[src/rtl/msx_pkg.sv]
// Shared types and constants for the MSX SDRAM-side blocks.
// Used by the slot bridge and the request timer.
package msx_pkg;

    typedef enum logic [2:0] {
        IDLE,
        RD_REQ,
        RD_WAIT,
        WR_REQ,
        WR_WAIT
    } bridge_state_t;

    // Open-bus value, shared with the slot mux default
    localparam logic [7:0] FILL_BYTE = 8'hFF;

endpackage

[src/rtl/sdram_req_timer.sv]
// Saturating watchdog for one SDRAM controller transaction.
// expired stays high once the count reaches TIMEOUT.
module sdram_req_timer #(
    parameter int TIMEOUT = 255
) (
    input  logic clk,
    input  logic reset,
    input  logic load,
    input  logic enable,
    output logic expired
);

    localparam int CNT_W = $clog2(TIMEOUT + 1);
    localparam logic [CNT_W-1:0] LIMIT = CNT_W'(TIMEOUT);

    logic [CNT_W-1:0] count;

    always_ff @(posedge clk or posedge reset) begin
        if (reset) begin
            count <= '0;
        end else if (load) begin
            count <= '0;
        end else if (enable && count != LIMIT) begin
            count <= count + 1'b1;
        end
    end

    assign expired = (count == LIMIT);

endmodule

[src/rtl/sdram_slot_bridge.sv]
// Slot-side front end to the shared SDRAM controller: one-entry read
// cache, write pass-through with back-pressure, and a transaction watchdog.
module sdram_slot_bridge
    import msx_pkg::*;
#(
    parameter int ADDR_W  = 25,
    parameter int TIMEOUT = 255
) (
    input  logic              clk,
    input  logic              reset,
    input  logic [ADDR_W-1:0] slot_addr,
    input  logic [7:0]        slot_din,
    input  logic              slot_rd,
    input  logic              slot_we,
    output logic [7:0]        slot_dout,
    output logic              slot_ready,
    output logic              wr_busy,
    output logic [ADDR_W-1:0] ctl_addr,
    output logic [7:0]        ctl_din,
    output logic              ctl_rd,
    output logic              ctl_we,
    input  logic              ctl_ack,
    input  logic [7:0]        ctl_dout,
    output logic              timeout_err
);

    bridge_state_t     state;
    logic              we_d;
    logic              cache_valid;
    logic [ADDR_W-1:0] cache_tag;
    logic              pend;
    logic [ADDR_W-1:0] pend_addr;
    logic [7:0]        pend_din;

    logic we_edge;
    logic hit;
    logic tmr_load;
    logic tmr_en;
    logic expired;

    assign we_edge    = slot_we & ~we_d;
    assign hit        = cache_valid & (cache_tag == slot_addr);
    assign slot_ready = hit & ~wr_busy;
    assign tmr_load   = (state == RD_REQ) | (state == WR_REQ);
    assign tmr_en     = (state == RD_WAIT) | (state == WR_WAIT);

    sdram_req_timer #(
        .TIMEOUT(TIMEOUT)
    ) u_timer (
        .clk    (clk),
        .reset  (reset),
        .load   (tmr_load),
        .enable (tmr_en),
        .expired(expired)
    );

    always_ff @(posedge clk or posedge reset) begin
        if (reset) begin
            state       <= IDLE;
            we_d        <= 1'b0;
            cache_valid <= 1'b0;
            cache_tag   <= '0;
            slot_dout   <= FILL_BYTE;
            pend        <= 1'b0;
            pend_addr   <= '0;
            pend_din    <= '0;
            wr_busy     <= 1'b0;
            ctl_addr    <= '0;
            ctl_din     <= '0;
            ctl_rd      <= 1'b0;
            ctl_we      <= 1'b0;
            timeout_err <= 1'b0;
        end else begin
            we_d   <= slot_we;
            ctl_rd <= 1'b0;
            ctl_we <= 1'b0;
            unique case (state)
                IDLE: begin
                    if (pend) begin
                        state    <= WR_REQ;
                        ctl_we   <= 1'b1;
                        ctl_addr <= pend_addr;
                        ctl_din  <= pend_din;
                        pend     <= 1'b0;
                    end else if (we_edge) begin
                        state    <= WR_REQ;
                        wr_busy  <= 1'b1;
                        ctl_we   <= 1'b1;
                        ctl_addr <= slot_addr;
                        ctl_din  <= slot_din;
                    end else if (slot_rd && !hit) begin
                        state       <= RD_REQ;
                        cache_tag   <= slot_addr;
                        cache_valid <= 1'b0;
                        ctl_rd      <= 1'b1;
                        ctl_addr    <= slot_addr;
                    end
                end
                RD_REQ: state <= RD_WAIT;
                RD_WAIT: begin
                    // An issued read is never abandoned, even if slot_rd drops
                    if (ctl_ack) begin
                        state       <= IDLE;
                        slot_dout   <= ctl_dout;
                        cache_valid <= 1'b1;
                    end else if (expired) begin
                        state       <= IDLE;
                        slot_dout   <= FILL_BYTE;
                        cache_valid <= 1'b1;
                        timeout_err <= 1'b1;
                    end
                end
                WR_REQ: state <= WR_WAIT;
                WR_WAIT: begin
                    if (ctl_ack || expired) begin
                        state   <= IDLE;
                        wr_busy <= pend;
                        if (!ctl_ack) begin
                            timeout_err <= 1'b1;
                        end
                        if (ctl_addr == cache_tag) begin
                            cache_valid <= 1'b0;
                        end
                    end
                end
                default: state <= IDLE;
            endcase
            // Edge seen mid-transaction: hold it for the next IDLE cycle
            if (we_edge && state != IDLE && !pend) begin
                pend      <= 1'b1;
                pend_addr <= slot_addr;
                pend_din  <= slot_din;
                wr_busy   <= 1'b1;
            end
        end
    end

endmodule
[config.mk]
export PLATFORM = sky130hd
export DESIGN_NAME = sdram_slot_bridge
export DESIGN_NICKNAME = d
export VERILOG_FILES = /design/src/rtl/msx_pkg.sv /design/src/rtl/sdram_req_timer.sv /design/src/rtl/sdram_slot_bridge.sv
export SDC_FILE = /design/constraint.sdc
export NUM_CORES = 1
export LEC_CHECK = 0
export BUFFER_PORTS_ARGS = -buffer_cell sky130_fd_sc_hd__clkbuf_2
export CORE_UTILIZATION = 50
export CTS_CLUSTER_DIAMETER = 40
export DETAILED_ROUTE_END_ITERATION = 10
export PLACE_DENSITY = 0.83
export SLEW_MARGIN = 5
export SYNTH_ARGS = -nofsm -noshare
export SYNTH_HDL_FRONTEND = slang
export SYNTH_SLANG_ARGS = --single-unit
[constraint.sdc]
create_clock -name clk -period 3 [get_ports clk]
set_input_delay 0.15 -clock clk [delete_from_list [all_inputs] [get_ports clk]]
set_output_delay 0.15 -clock clk [all_outputs]
set_load 0.1 [all_outputs]
Yosys cells after proc, flatten, opt, wreduce, memory -nomap -nowiden:

Index checks and enable logic that the tools add are counted.

* multiplexer cells: 42
* add/subtract/negate cells: 1
* reduce and logical (&&, ||, !) cells: 25
* bitwise logic cells: 9
* equal/unequal tests: 21

Operators with widths (number)
* 25-bit 2-to-1 mux: 3
* 25-bit == test: 2
* 8-bit 2-to-1 mux: 6
* 1-bit 2-to-1 mux: 23
* 3-bit 2-to-1 mux: 6
* 3-bit case mux with 5 select lines: 1
* 2-bit inequality test, second input constant: 6
* 3-bit nonzero test: 4
* 2-bit nonzero test: 5
* 3-bit inequality test, second input constant: 3
* 8-bit by 1-bit adder with 8-bit output, second input constant: 1
* 8-bit == test, second input constant: 1
* 8-bit inequality test, second input constant: 1
* 4-bit AND reduction: 2
* 7-bit AND reduction: 1
* 3-bit by 2-bit == test with 1-bit output, second input constant: 2
* 2-bit AND reduction: 3
* 5-bit AND reduction: 1
* 1-bit logical AND: 4
* 2-bit by 1-bit inequality test with 1-bit output, second input constant: 2
* 4-bit inequality test, second input constant: 1
* 1-bit inverter: 4
* 1-bit case mux with 2 select lines: 2
* 1-bit AND: 3
* other kinds (9): 11

* word-level logic and storage cells: 113
* input port bits: 46
* flip-flop bits (word level): 117
* output and inout bits: 46

Logic depth before layout (Yosys ltp):

* word-level depth: 8
* depth in mapped cells: 8
* depth with buffers taken out: 7

By module:

Synthesis repeated with hierarchy kept, for this count alone.

* cell total of the unflattened synthesis: 422
* area, all modules: 5706.7 sq um

By module, submodules not included
* sdram_slot_bridge: area each 5215.0 sq um, sequential area each 2737.6 sq um, times used 1, cells each 374
* sdram_req_timer: area each 491.7 sq um, sequential area each 200.2 sq um, times used 1, cells each 48

Least setup slack after synthesis:

No wires, ideal clock.

* path type: register -> output
* start: register cache_tag[14]
* end: output slot_ready
* stages on the path, launching flop included: 6
* slack: 0.585 ns
* buffers on the path: 0
* required time: 2.850 ns
* arrival: 2.265 ns
* cell sequence: dfrtp_1 > xnor2_1 > nand4_1 > nor4_2 > nand2_1 > nor2_1

* word-level cells in the longest chain between the ends: 3

Ends and longest elaborated chain
* start: declaration: RTL line sdram_slot_bridge.sv:30 `logic [ADDR_W-1:0] cache_tag;`
* start signal: assignment: RTL line sdram_slot_bridge.sv:93 `cache_tag <= slot_addr;`
* 25-bit == test: RTL line sdram_slot_bridge.sv:42 `assign hit = cache_valid & (cache_tag == slot_addr);`
* 1-bit AND: RTL line sdram_slot_bridge.sv:42
* 1-bit AND: RTL line sdram_slot_bridge.sv:43 `assign slot_ready = hit & ~wr_busy;`
* end: declaration: RTL line sdram_slot_bridge.sv:16 `output logic slot_ready,`

No other way between the ends.

Worst setup path after layout:

* start: register cache_tag[3]
* end: output slot_ready

The elaborated chain is that of the path after synthesis.

==> out/results.txt <==
Type of the worst min-delay path: in2reg. The relative slew slack was 51.0%; the post-synthesis instance area was 5500 µm². Setup repair after global routing left no endpoint under its margin. The run gives 398 MHz as the maximum clock frequency. Synthesis instantiated 37 different standard cells from the library. The run gives 0 as the number of violations of the max-capacitance limit.

The antenna diode count was 0; the post-synthesis average cell area was 13.4 µm². The tools report the effective utilization at floorplan as 52.3%. The synthesized design spends more area on one cell type than any other, namely dfrtp_1.

The tools report the number of max-slew violations in the final report as 0. Clock latency on the worst-skew pair, taken at its later pin, is 0.51 ns. The synthesized net count is 457, and the number of storage elements in the synthesis netlist is 117.

The data required time at the worst endpoint was 2.85 ns; the ratio of routed vias to standard cells was 5.35. The horizontal die dimension works out to 107 µm. The worst setup path is of the reg2out kind.

Clock tree synthesis selected as its root buffer the cell clkbuf_8. The largest individual stage delay along the critical path comes from the cell clkbuf_2. The total count of hold-check failures in the final report was 0.

Post-CTS timing repair inserted 0 buffers for setup. The row count was 37. The area share of the largest cell type after synthesis was 49.6%. Transition time at the pin with the least slew margin: 0.734 ns.

Clock tree synthesis inserted a total of 17 buffers. Post-route antenna net violation count: 0. Clock tree synthesis found a total of 117 sinks. Ranked by total cell area, the synthesized netlist is headed by dfrtp_1 50%, mux2_2 18%, mux2_4 5.2%. The clock slew seen by the registers of the worst setup and hold paths came out at 0.06 ns. The clock tree buffer depth was 2. The via count of the first global-routing pass came out at 4157. The total number of yosys warnings is 0, and the total number of nets in the final design is 602. For the number of antenna violations at the first check in global routing, the log shows 0. The first global-routing pass estimated 20600 µm of wire. The H-tree was split into 4 levels.

Share of synthesized flip-flops with an asynchronous set or reset: 100%. The tools report the die area as 11400 µm². For this run, design rule violations remaining after detail routing come to 0.

STA classifies the critical path endpoint as an output port. The synthesis-to-finish area growth was 30.6%. The sort of element at the start of the critical path is a flip-flop. For this run, the slowest stage of the critical path takes 0.46 ns. For the first-iteration detailed-routing DRC count, the log shows 193. The routed design has 12500 µm of wire. The final weighted congestion in routability-driven placement came out at 0.822. In this run the standard cell core region covers 10500 µm². After detailed routing, the average wire length per cell comes to 17.7 µm. TritonCTS built the clock tree.

Y dimension of the die: 107 µm. The detailed placer's ending HPWL is 8130 µm. The layout cell share with drive strength beyond 1 came out at 44.5%. For the global-route congestion overflow total, the log shows 0. The most used flip-flop cell after synthesis is dfrtp_1.

The first-pass iteration count of the detailed router came out at 4. After technology mapping, the gate count stands at 410. The critical path goes through xnor2_1, nand4_1, nor3_1, nand2_1, nor2_1, clkbuf_2. Data on the critical path arrives at its endpoint at 2.36 ns.

After synthesis, flip-flops and latches occupy 53.4% of the total area. Across every metal layer, demand over resource in global routing totals 23.6%. Setup violations remaining at the end of the flow were counted as 0. Between clock sinks in the finished design, the worst skew comes to 0.00689 ns.

The sum of negative setup slack is 0 ns, and the count of flip-flops with a built-in enable after synthesis is 0. The number of buffers inserted by port buffering was 91; the critical-path maximum fanout was 3. Entering global routing, the biggest net connects 48 pins.

For this design the top-level I/O count stands at 92. The part of the cycle the worst path needs is 83.7%. The flow ran to the end, and the final reports show no timing, DRC or antenna violations. Counting the fill cells in the layout gives 727. Subtracting the final worst setup slack from the clock period gives 2.51 ns.

Across all layers, the routed design uses 3768 vias.
[repair_timing]
item / 4_1_cts / 5_1_grt
hold endpoints to repair: 107 / 0
gates resized for setup: 0 / 0
hold buffers: 44 / 0
[cell type report]
type                            count  area, µm²  share of cell area [%]
Tap cell                          136        170                    2.37
Multi-Input combinational cell    270       2440                    34.0
Sequential cell                   117       2940                    40.9
Clock buffer                       17        414                    5.77
Clock inverter                     15        204                    2.84
Timing Repair Buffer              145        996                    13.9
Inverter                            4       18.8                   0.261
[final timing paths]
check | startpoint | endpoint | slack, ns | cells after the start
max reg2reg | cache_tag[3]$_DFFE_PP0P_ | ctl_addr[8]$_DFFE_PP0P_ | 0.69 | 7
max | cache_tag[3]$_DFFE_PP0P_ | slot_ready | 0.49 | 6
min | slot_rd | cache_valid$_DFFE_PP0P_ | 0.27 | 4
min in group asynchronous | reset | ctl_addr[17]$_DFFE_PP0P_ | 0.30 | 3
max in group asynchronous | reset | ctl_addr[0]$_DFFE_PP0P_ | 1.92 | 4
min reg2reg | timeout_err$_DFFE_PP0P_ | timeout_err$_DFFE_PP0P_ | 0.47 | 1
[routing by layer]
layer / global-route usage (%) / share of wire [%] / vias up
met1: 28.0 / 41 / 1903
met4: 6.26 / 1.3 / 0
li1: - / - / 1748
met3: 5.17 / 3.6 / 17
met2: 42.9 / 54 / 100
met5: 0 / 0 / -
[per-stage QoR]
step,cells,utilization (%),area [µm²],hold WS (ns),setup slack [ns]
3_5_place_dp,628,58.2,6120,0.291,0.748
2_1_floorplan,410,-,5500,0.181,0.585
3_3_place_gp,628,58.2,6120,0.285,0.805
4_1_cts,704,68.3,7180,0.249,0.468
5_1_grt,704,68.3,7180,0.274,0.400
6_report,704,68.3,7180,0.272,0.489
[logic make-up after synthesis]
logic type	synth area share, %
mux	25.2
simple gates	6.33
compound gates	3.64
xor+xnor	8.92
fa+ha+maj	0.228
buf+inv	2.21
flops	53.4
[synth_stat cells, types with 2 or more instances]
library cell,count
dfrtp_1,109
mux2_2,89
xnor2_1,32
xor2_1,24
mux2_4,19
nand2_1,15
nor2_1,14
nand4_1,12
o21ai_0,11
buf_2,10
mux2i_1,10
dfstp_2,8
o22a_1,8
nor3_1,5
nor4_1,5
a21oi_1,4
clkbuf_1,4
inv_1,4
buf_6,3
nand3_1,3
or3_1,3
buf_1,2
nor2b_1,2
[cells in the final DEF, fill, tap and decap left out, types with 2 or more instances in the layout]
cell / n
bufinv_16: 4
nor2b_1: 2
nand3_1: 3
clkinv_2: 2
mux2_2: 89
clkbuf_2: 91
nor2_1: 14
o22a_1: 8
nand2_1: 15
clkinvlp_4: 5
mux2_4: 19
xor2_1: 24
xnor2_1: 32
nand4_1: 12
inv_1: 3
or3_1: 3
dfrtp_1: 109
nor4_1: 5
a21oi_1: 4
nor3_1: 5
buf_4: 8
inv_6: 3
mux2i_1: 10
buf_12: 2
clkbuf_16: 16
dlygate4sd3_1: 44
dfstp_2: 8
clkinv_4: 2
o21ai_0: 11
[worst max-delay path: cells and delay by family (launching register included)]
| family | cells | cell delay [ns] |
|---|---|---|
| flops | 1 | 0.41 |
| buf+inv | 1 | 0.46 |
| simple gates | 4 | 0.70 |
| xor+xnor | 1 | 0.27 |
[registers in the layout, summed over array words and instances (netlist names)]
| name | count |
|---|---|
| cache_tag | 25 |
| ctl_addr | 25 |
| pend_addr | 25 |
| ctl_din | 8 |
| pend_din | 8 |
| slot_dout | 8 |
| u_timer.count | 8 |
| state | 3 |
| cache_valid | 1 |
| ctl_rd | 1 |
| ctl_we | 1 |
| pend | 1 |
| timeout_err | 1 |
| we_d | 1 |
| wr_busy | 1 |
Power is not shown: default switching activity piles up to over one toggle a cycle in this logic, so the estimate is an artifact.
